===== src/rtl/sink_controller_pkg.sv =====
// -----------------------------------------------------------------------------
// sink_controller_pkg
// Shared bridge definitions: FSM state encoding, request packet field
// positions and response packet layout.
//   Request packet (MSB first): {rd0_wr1, valid, addr[ADDR_WIDTH], wr_data[DATA_WIDTH]}
//   Response packet (MSB first): {rd_valid, rd_data[DATA_WIDTH]}
// -----------------------------------------------------------------------------
package sink_controller_pkg;

    typedef enum logic [2:0] {
        ST_NORMAL   = 3'd0,
        ST_ISSUE    = 3'd1,
        ST_RD_WAIT  = 3'd2,
        ST_RSP_PUSH = 3'd3,
        ST_SLEEP    = 3'd4
    } state_e;

    // Direction bit sits at the top of the request packet (1 = write).
    function automatic int unsigned pkt_rd0_wr1_pos(input int unsigned pkt_w);
        return pkt_w - 1;
    endfunction

    // Valid bit sits directly below the direction bit.
    function automatic int unsigned pkt_valid_pos(input int unsigned pkt_w);
        return pkt_w - 2;
    endfunction

    // Address field starts right above the write data field.
    function automatic int unsigned pkt_addr_lsb(input int unsigned data_w);
        return data_w;
    endfunction

    // Response valid flag sits above the read data.
    function automatic int unsigned rsp_valid_pos(input int unsigned data_w);
        return data_w;
    endfunction

endpackage


===== src/rtl/sink_controller.sv =====
// -----------------------------------------------------------------------------
// sink_controller
// Drains a show-ahead request FIFO, issues one downstream transaction at a
// time, pushes read responses into a response FIFO and handles the sink/source
// sleep handshake.
// Ports:
//   i_clk_sink, i_rstn_sink          clock, async active-low reset
//   i_sink_sleep_req, source_sleep_status   sleep requests
//   i_req_packet, req_fifo_empty, req_fifo_rd_en   request FIFO side
//   rsp_fifo_full, rsp_fifo_empty, rsp_fifo_wr_en, o_rsp_packet  response FIFO side
//   o_rd0_wr1, o_addr, o_wr_data, o_valid, i_ready, i_rd_data, i_rd_valid  master side
//   o_sink_sleep_ack, sink_sleep_status    sleep handshake outputs
// -----------------------------------------------------------------------------
module sink_controller
    import sink_controller_pkg::*;
#(
    parameter int unsigned ADDR_WIDTH   = 32,
    parameter int unsigned DATA_WIDTH   = 32,
    parameter int unsigned packet_width = ADDR_WIDTH + DATA_WIDTH + 2
) (
    input  logic                    i_clk_sink,
    input  logic                    i_rstn_sink,
    input  logic                    i_sink_sleep_req,
    input  logic                    source_sleep_status,
    input  logic [packet_width-1:0] i_req_packet,
    input  logic                    req_fifo_empty,
    output logic                    req_fifo_rd_en,
    input  logic                    rsp_fifo_full,
    input  logic                    rsp_fifo_empty,
    output logic                    rsp_fifo_wr_en,
    output logic [DATA_WIDTH:0]     o_rsp_packet,
    output logic                    o_rd0_wr1,
    output logic [ADDR_WIDTH-1:0]   o_addr,
    output logic [DATA_WIDTH-1:0]   o_wr_data,
    output logic                    o_valid,
    input  logic                    i_ready,
    input  logic [DATA_WIDTH-1:0]   i_rd_data,
    input  logic                    i_rd_valid,
    output logic                    o_sink_sleep_ack,
    output logic                    sink_sleep_status
);

    localparam int unsigned P_RD0_WR1 = pkt_rd0_wr1_pos(packet_width);
    localparam int unsigned P_VALID   = pkt_valid_pos(packet_width);
    localparam int unsigned P_ADDR    = pkt_addr_lsb(DATA_WIDTH);
    localparam int unsigned P_RSP_VLD = rsp_valid_pos(DATA_WIDTH);

    state_e                  r_state;
    state_e                  w_state_next;
    logic                    r_hold_rd0_wr1;
    logic [ADDR_WIDTH-1:0]   r_hold_addr;
    logic [DATA_WIDTH-1:0]   r_hold_wr_data;
    logic [DATA_WIDTH:0]     r_rsp_packet;

    logic w_sleep_req;
    logic w_pop;
    logic w_capture;
    logic w_valid;
    logic w_push;
    logic w_ack;
    logic w_status;

    assign w_sleep_req = i_sink_sleep_req | source_sleep_status;

    // State register
    always_ff @(posedge i_clk_sink or negedge i_rstn_sink) begin
        if (!i_rstn_sink) begin
            r_state <= ST_NORMAL;
        end else begin
            r_state <= w_state_next;
        end
    end

    // Next-state and control decode
    always_comb begin
        w_state_next = r_state;
        w_pop        = 1'b0;
        w_capture    = 1'b0;
        w_valid      = 1'b0;
        w_push       = 1'b0;
        w_ack        = 1'b0;
        w_status     = 1'b0;
        unique case (r_state)
            ST_NORMAL: begin
                // A nonempty FIFO is drained even while sleep is requested.
                if (!req_fifo_empty) begin
                    w_pop = 1'b1;
                    if (i_req_packet[P_VALID]) begin
                        w_state_next = ST_ISSUE;
                    end
                end else if (w_sleep_req) begin
                    w_state_next = ST_SLEEP;
                end
            end
            ST_ISSUE: begin
                w_valid = 1'b1;
                if (i_ready) begin
                    w_state_next = r_hold_rd0_wr1 ? ST_NORMAL : ST_RD_WAIT;
                end
            end
            ST_RD_WAIT: begin
                if (i_rd_valid) begin
                    w_capture    = 1'b1;
                    w_state_next = ST_RSP_PUSH;
                end
            end
            ST_RSP_PUSH: begin
                if (!rsp_fifo_full) begin
                    w_push       = 1'b1;
                    w_state_next = ST_NORMAL;
                end
            end
            ST_SLEEP: begin
                // Both flags follow i_sink_sleep_req, so they drop in the exit cycle.
                w_status = i_sink_sleep_req;
                w_ack    = i_sink_sleep_req & req_fifo_empty & rsp_fifo_empty;
                if (!w_sleep_req) begin
                    w_state_next = ST_NORMAL;
                end
            end
            default: begin
                w_state_next = ST_NORMAL;
            end
        endcase
    end

    // Holding register for the popped request
    always_ff @(posedge i_clk_sink or negedge i_rstn_sink) begin
        if (!i_rstn_sink) begin
            r_hold_rd0_wr1 <= 1'b0;
            r_hold_addr    <= '0;
            r_hold_wr_data <= '0;
        end else if (w_pop) begin
            r_hold_rd0_wr1 <= i_req_packet[P_RD0_WR1];
            r_hold_addr    <= i_req_packet[P_ADDR +: ADDR_WIDTH];
            r_hold_wr_data <= i_req_packet[DATA_WIDTH-1:0];
        end
    end

    // Read response register, held until pushed
    always_ff @(posedge i_clk_sink or negedge i_rstn_sink) begin
        if (!i_rstn_sink) begin
            r_rsp_packet <= '0;
        end else if (w_capture) begin
            r_rsp_packet[P_RSP_VLD]      <= 1'b1;
            r_rsp_packet[DATA_WIDTH-1:0] <= i_rd_data;
        end
    end

    // Pop is gated by reset since the reset state would otherwise pop a nonempty FIFO.
    assign req_fifo_rd_en    = w_pop & i_rstn_sink;
    assign rsp_fifo_wr_en    = w_push;
    assign o_rsp_packet      = r_rsp_packet;
    assign o_valid           = w_valid;
    assign o_rd0_wr1         = r_hold_rd0_wr1;
    assign o_addr            = r_hold_addr;
    assign o_wr_data         = r_hold_wr_data;
    assign o_sink_sleep_ack  = w_ack;
    assign sink_sleep_status = w_status;

endmodule

===== config.mk =====
export PLATFORM = sky130hd
export DESIGN_NAME = sink_controller
export DESIGN_NICKNAME = d
export VERILOG_FILES = /design/src/rtl/sink_controller_pkg.sv /design/src/rtl/sink_controller.sv
export SDC_FILE = /design/constraint.sdc
export NUM_CORES = 1
export LEC_CHECK = 0
export BUFFER_PORTS_ARGS = -buffer_cell sky130_fd_sc_hd__buf_2
export CAP_MARGIN = 5
export CORE_ASPECT_RATIO = 1.4
export CORE_MARGIN = 5
export CORE_UTILIZATION = 48
export CTS_CLUSTER_SIZE = 20
export DETAILED_ROUTE_END_ITERATION = 6
export GPL_TIMING_DRIVEN = 0
export HOLD_SLACK_MARGIN = 0.15
export PLACE_DENSITY = 0.85
export SETUP_SLACK_MARGIN = 0.4
export SYNTH_ARGS = -nofsm -noshare
export SYNTH_HDL_FRONTEND = slang
export SYNTH_SLANG_ARGS = --single-unit

===== constraint.sdc =====
create_clock -name i_clk_sink -period 4.38 [get_ports i_clk_sink]
set_input_delay 0.876 -clock i_clk_sink [delete_from_list [all_inputs] [get_ports i_clk_sink]]
set_output_delay 0.876 -clock i_clk_sink [all_outputs]
set_load 0.02 [all_outputs]

==> results by group <==
Finish
  • Leading cell types in the layout, fill and taps excluded: sky130_fd_sc_hd__buf_2 (212), sky130_fd_sc_hd__dfrtp_1 (101), sky130_fd_sc_hd__mux2_2 (69)
  • Synth-to-Final Area Change: 36.2%
  • Number of nets in the layout: 561
  • Layout Cells excl Fill: around 560
  • Filler cells: just under 600
  • Leading cell type in the layout, fill and taps excluded: sky130_fd_sc_hd__buf_2
  • Share of post-route cells with drive strength above 1: 0.675

Worst setup path
  • R2R cell count: 5
  • Source of the worst register-to-register timing path: r_state[0]
  • Worst reg2reg setup slack: roughly 2.6 ns
  • Endpoint class of the critical path: output pin
  • Destination of the critical timing path: req_fifo_rd_en
  • Kind of launch point of the worst setup path: primary input
  • Slowest cell on the critical path: sky130_fd_sc_hd__buf_4
  • Critical R2R Capture: o_wr_data[18]
  • Critical path buffer and inverter count: 3
  • Arrival time at the worst endpoint: a little over 2 ns
  • Instance count on the critical path: 4
  • CP Data Required Time: about 3.5 ns
  • Largest stage delay on the critical path: between 0.4 and 0.5 ns
  • Crit path kind: in2out
  • Cell type group with the largest total delay on the critical path: buffers and inverters
  • Crit-path cells: buf_4 > buf_16 > and2_1 > buf_2
  • Timing startpoint of the critical path: i_rstn_sink
  • Maximum fanout along the worst path: 59

Logic synthesis
  • Async SR Flop Fraction: 1.00
  • Synth area leaders: sky130_fd_sc_hd__dfrtp_1 (65%), sky130_fd_sc_hd__mux2_2 (20%), sky130_fd_sc_hd__mux2_1 (7.9%), sky130_fd_sc_hd__buf_6 (2.0%), sky130_fd_sc_hd__and4bb_2 (0.65%)
  • Number of synthesized flops with an enable pin: 0
  • Post-synthesis cell type count: 23
  • Library cell with the largest summed area after synthesis: sky130_fd_sc_hd__dfrtp_1
  • Syn nets: 340
  • Area fraction of the dominant cell type after synthesis: 0.653
  • Dominant register cell in the synthesized netlist: sky130_fd_sc_hd__dfrtp_1
  • Cell Area, Synth: 3870 um^2
  • Seq/Total Area, Yosys: 0.653
  • Syn avg cell area: approximately 17 um^2
  • Synth Register Bits: 101
  • Yosys warning total: 0
  • Number of cells produced by synthesis: ~230

Power
  • Combinational share of power: 0.464
  • Maximum VDD drop: between 400 and 500 uV
  • Part of the power in registers: 0.397
  • Internal power contribution: 2500 uW
  • Switching Fraction: 0.393
  • NetSw: about 1600 uW
  • Power density relative to cell area: 780 nW/um^2
  • Total power draw: between 4000 and 5000 uW
  • Static Leakage: approximately 0.0026 uW
  • Clock share of power: 0.139

STA
  • Unrepaired setup endpoints after global routing: no
  • Final worst-path cycle share: 0.663
  • Skew final: 0.00880 ns
  • Setup violators final: 0
  • Min Tclk post-route: slightly below 3 ns
  • Final sum of negative setup slack: 0 ns
  • Hold Violations, Final: 0
  • Relative slew slack: 0.618
  • Fmax: approximately 0.34 GHz
  • Actual transition at the worst max-transition pin: approximately 0.57 ns
  • Max-slew violation count: 0

Worst hold path
  • Worst Hold Path Cells: 1
  • Tightest Hold Check Type: reg2reg

Run
  • Max-cap violation count: 0

Detailed routing
  • First-iteration detailed-routing DRC count: 63
  • 1st-pass router iterations: 4
  • Wire length per cell: approximately 17 um
  • Number of antenna-violating nets in the routed design: 0
  • Routed wire length: approximately 9.3 mm
  • Via count normalized by instance count: 4.91
  • Routed vias: ~2700
  • Count of unresolved DRC violations after routing: 0

CTS
  • Number of buffers inserted during clock tree synthesis: 9
  • Clock insertion delay at the later pin of the skew report: about 0.35 ns
  • Clock tree from TritonCTS: built
  • Clock-pin slew reported for the worst setup and hold paths after clock tree synthesis: around 0.08 ns
  • Resized Gates After CTS: 0
  • Root buffer selected by CTS: sky130_fd_sc_hd__clkbuf_8
  • Clock sink count: between 100 and 150
  • Total number of H-tree levels: 3
  • Maximum clock path buffer count: 2
  • Number of buffers added to fix hold violations after cts: 0
  • Setup Buffers After CTS: 0

Place
  • Quantity of I/O buffers inserted on ports: between 200 and 250
  • Global placer's final weighted congestion: around 0.8
  • Final HPWL from detailed placement: between 7 and 8 mm
  • Placed cells: between 500 and 600

Global route
  • Initial antenna violation count: 0
  • Global-route wire length before repair: approximately 15 mm
  • Vias in the first global route: between 3000 and 4000
  • Global router's overall resource usage: 0.190
  • Overflow left after global routing: 0
  • Pin count of the biggest net entering global routing: 60

Floorplan
  • Floorplan row count: 38
  • Die ar.: roughly 10000 um^2
  • Die height: around 120 um
  • Die width: between 80 and 90 um
  • Floorplan Core Area: between 7000 and 8000 um^2
  • Number of I/O pins: 210
  • Effective utilization at floorplan: 0.496

Status
  • Result of the run: finished, final reports clean
==> how the worst min path moves through the flow <==
| stage | to | slack [ns] | start |
|---|---|---|---|
| 5_1_grt | o_wr_data[30] | 0.50 | o_wr_data[30] |
| 4_1_cts | o_rsp_packet[32] | 0.47 | o_rsp_packet[32] |
| 3_5_place_dp | o_rsp_packet[32] | 0.45 | o_rsp_packet[32] |
| 2_1_floorplan | r_state[0] | 0.56 | r_state[2] |
| 6_report | o_rsp_packet[32] | 0.47 | o_rsp_packet[32] |
| 3_3_place_gp | o_rsp_packet[32] | 0.45 | o_rsp_packet[32] |
==> final cells by class <==
cell class              count  area, um^2  share of cell area
flip-flops and latches    101        2530               0.479
multi-input cells         118        1230               0.233
repair buffers            210        1080               0.204
clock buffers              15         196              0.0373
well taps                 100         125              0.0237
plain buffers              13         110              0.0209
inverters                   1        3.75            0.000712
diodes                      1        2.50            0.000475
==> flip-flops by register name (all words and copies together), names as in the netlist <==
| register | count |
|---|---|
| o_rsp_packet | 33 |
| o_addr | 32 |
| o_wr_data | 32 |
| r_state | 3 |
| o_rd0_wr1 | 1 |
==> per-stage QoR <==
step / area, um^2 / hold WS [ns] / setup WS (ns) / util
floorplan: 3870 / 0.558 / 1.73 / -
global placement: 5040 / 0.450 / 0.555 / 0.647
detailed placement: 5070 / 0.450 / 1.42 / 0.651
CTS: 5270 / 0.471 / 1.42 / 0.676
global route: 5270 / 0.500 / 1.32 / 0.676
finish: 5270 / 0.470 / 1.47 / 0.676
==> Yosys cell counts, types with 2 or more instances <==
| cell type | number |
|---|---|
| sky130_fd_sc_hd__nand2_1 | 3 |
| sky130_fd_sc_hd__buf_2 | 4 |
| sky130_fd_sc_hd__nor2_1 | 3 |
| sky130_fd_sc_hd__dfrtp_1 | 101 |
| sky130_fd_sc_hd__mux2_2 | 69 |
| sky130_fd_sc_hd__buf_6 | 7 |
| sky130_fd_sc_hd__mux2_1 | 27 |
| sky130_fd_sc_hd__and4bb_2 | 2 |
| sky130_fd_sc_hd__nor3_1 | 3 |
==> power groups by stage <==
| stage | clock [uW] | sequential, uW | combinational (uW) |
|---|---|---|---|
| after floorplan | 0 | 2220 | 649 |
| after global placement | 0 | 1610 | 1890 |
| after detailed placement | 0 | 1650 | 1940 |
| after CTS | 590 | 1640 | 1940 |
| after global routing | 633 | 1700 | 2040 |
| final | 571 | 1630 | 1910 |
==> routing by layer <==
metal / vias to the layer above / share of wire / GRT usage
met3: 21 / 0.083 / 0.0536
met2: 126 / 0.55 / 0.337
met5: - / 0 / 0
met1: 1338 / 0.33 / 0.203
li1: 1259 / - / -
met4: 0 / 0.031 / 0.102
==> logic make-up (layout without fill, tap and decap cells) <==
family | Yosys count | count (layout) | synth area share
flops | 101 | 101 | 0.653
mux | 96 | 96 | 0.279
simple gates | 16 | 16 | 0.0284
buf+inv | 14 | 239 | 0.0294
compound gates | 6 | 6 | 0.0100
other cells | 0 | 1 | 0
Note: power is estimated with default switching activity, not from simulation.
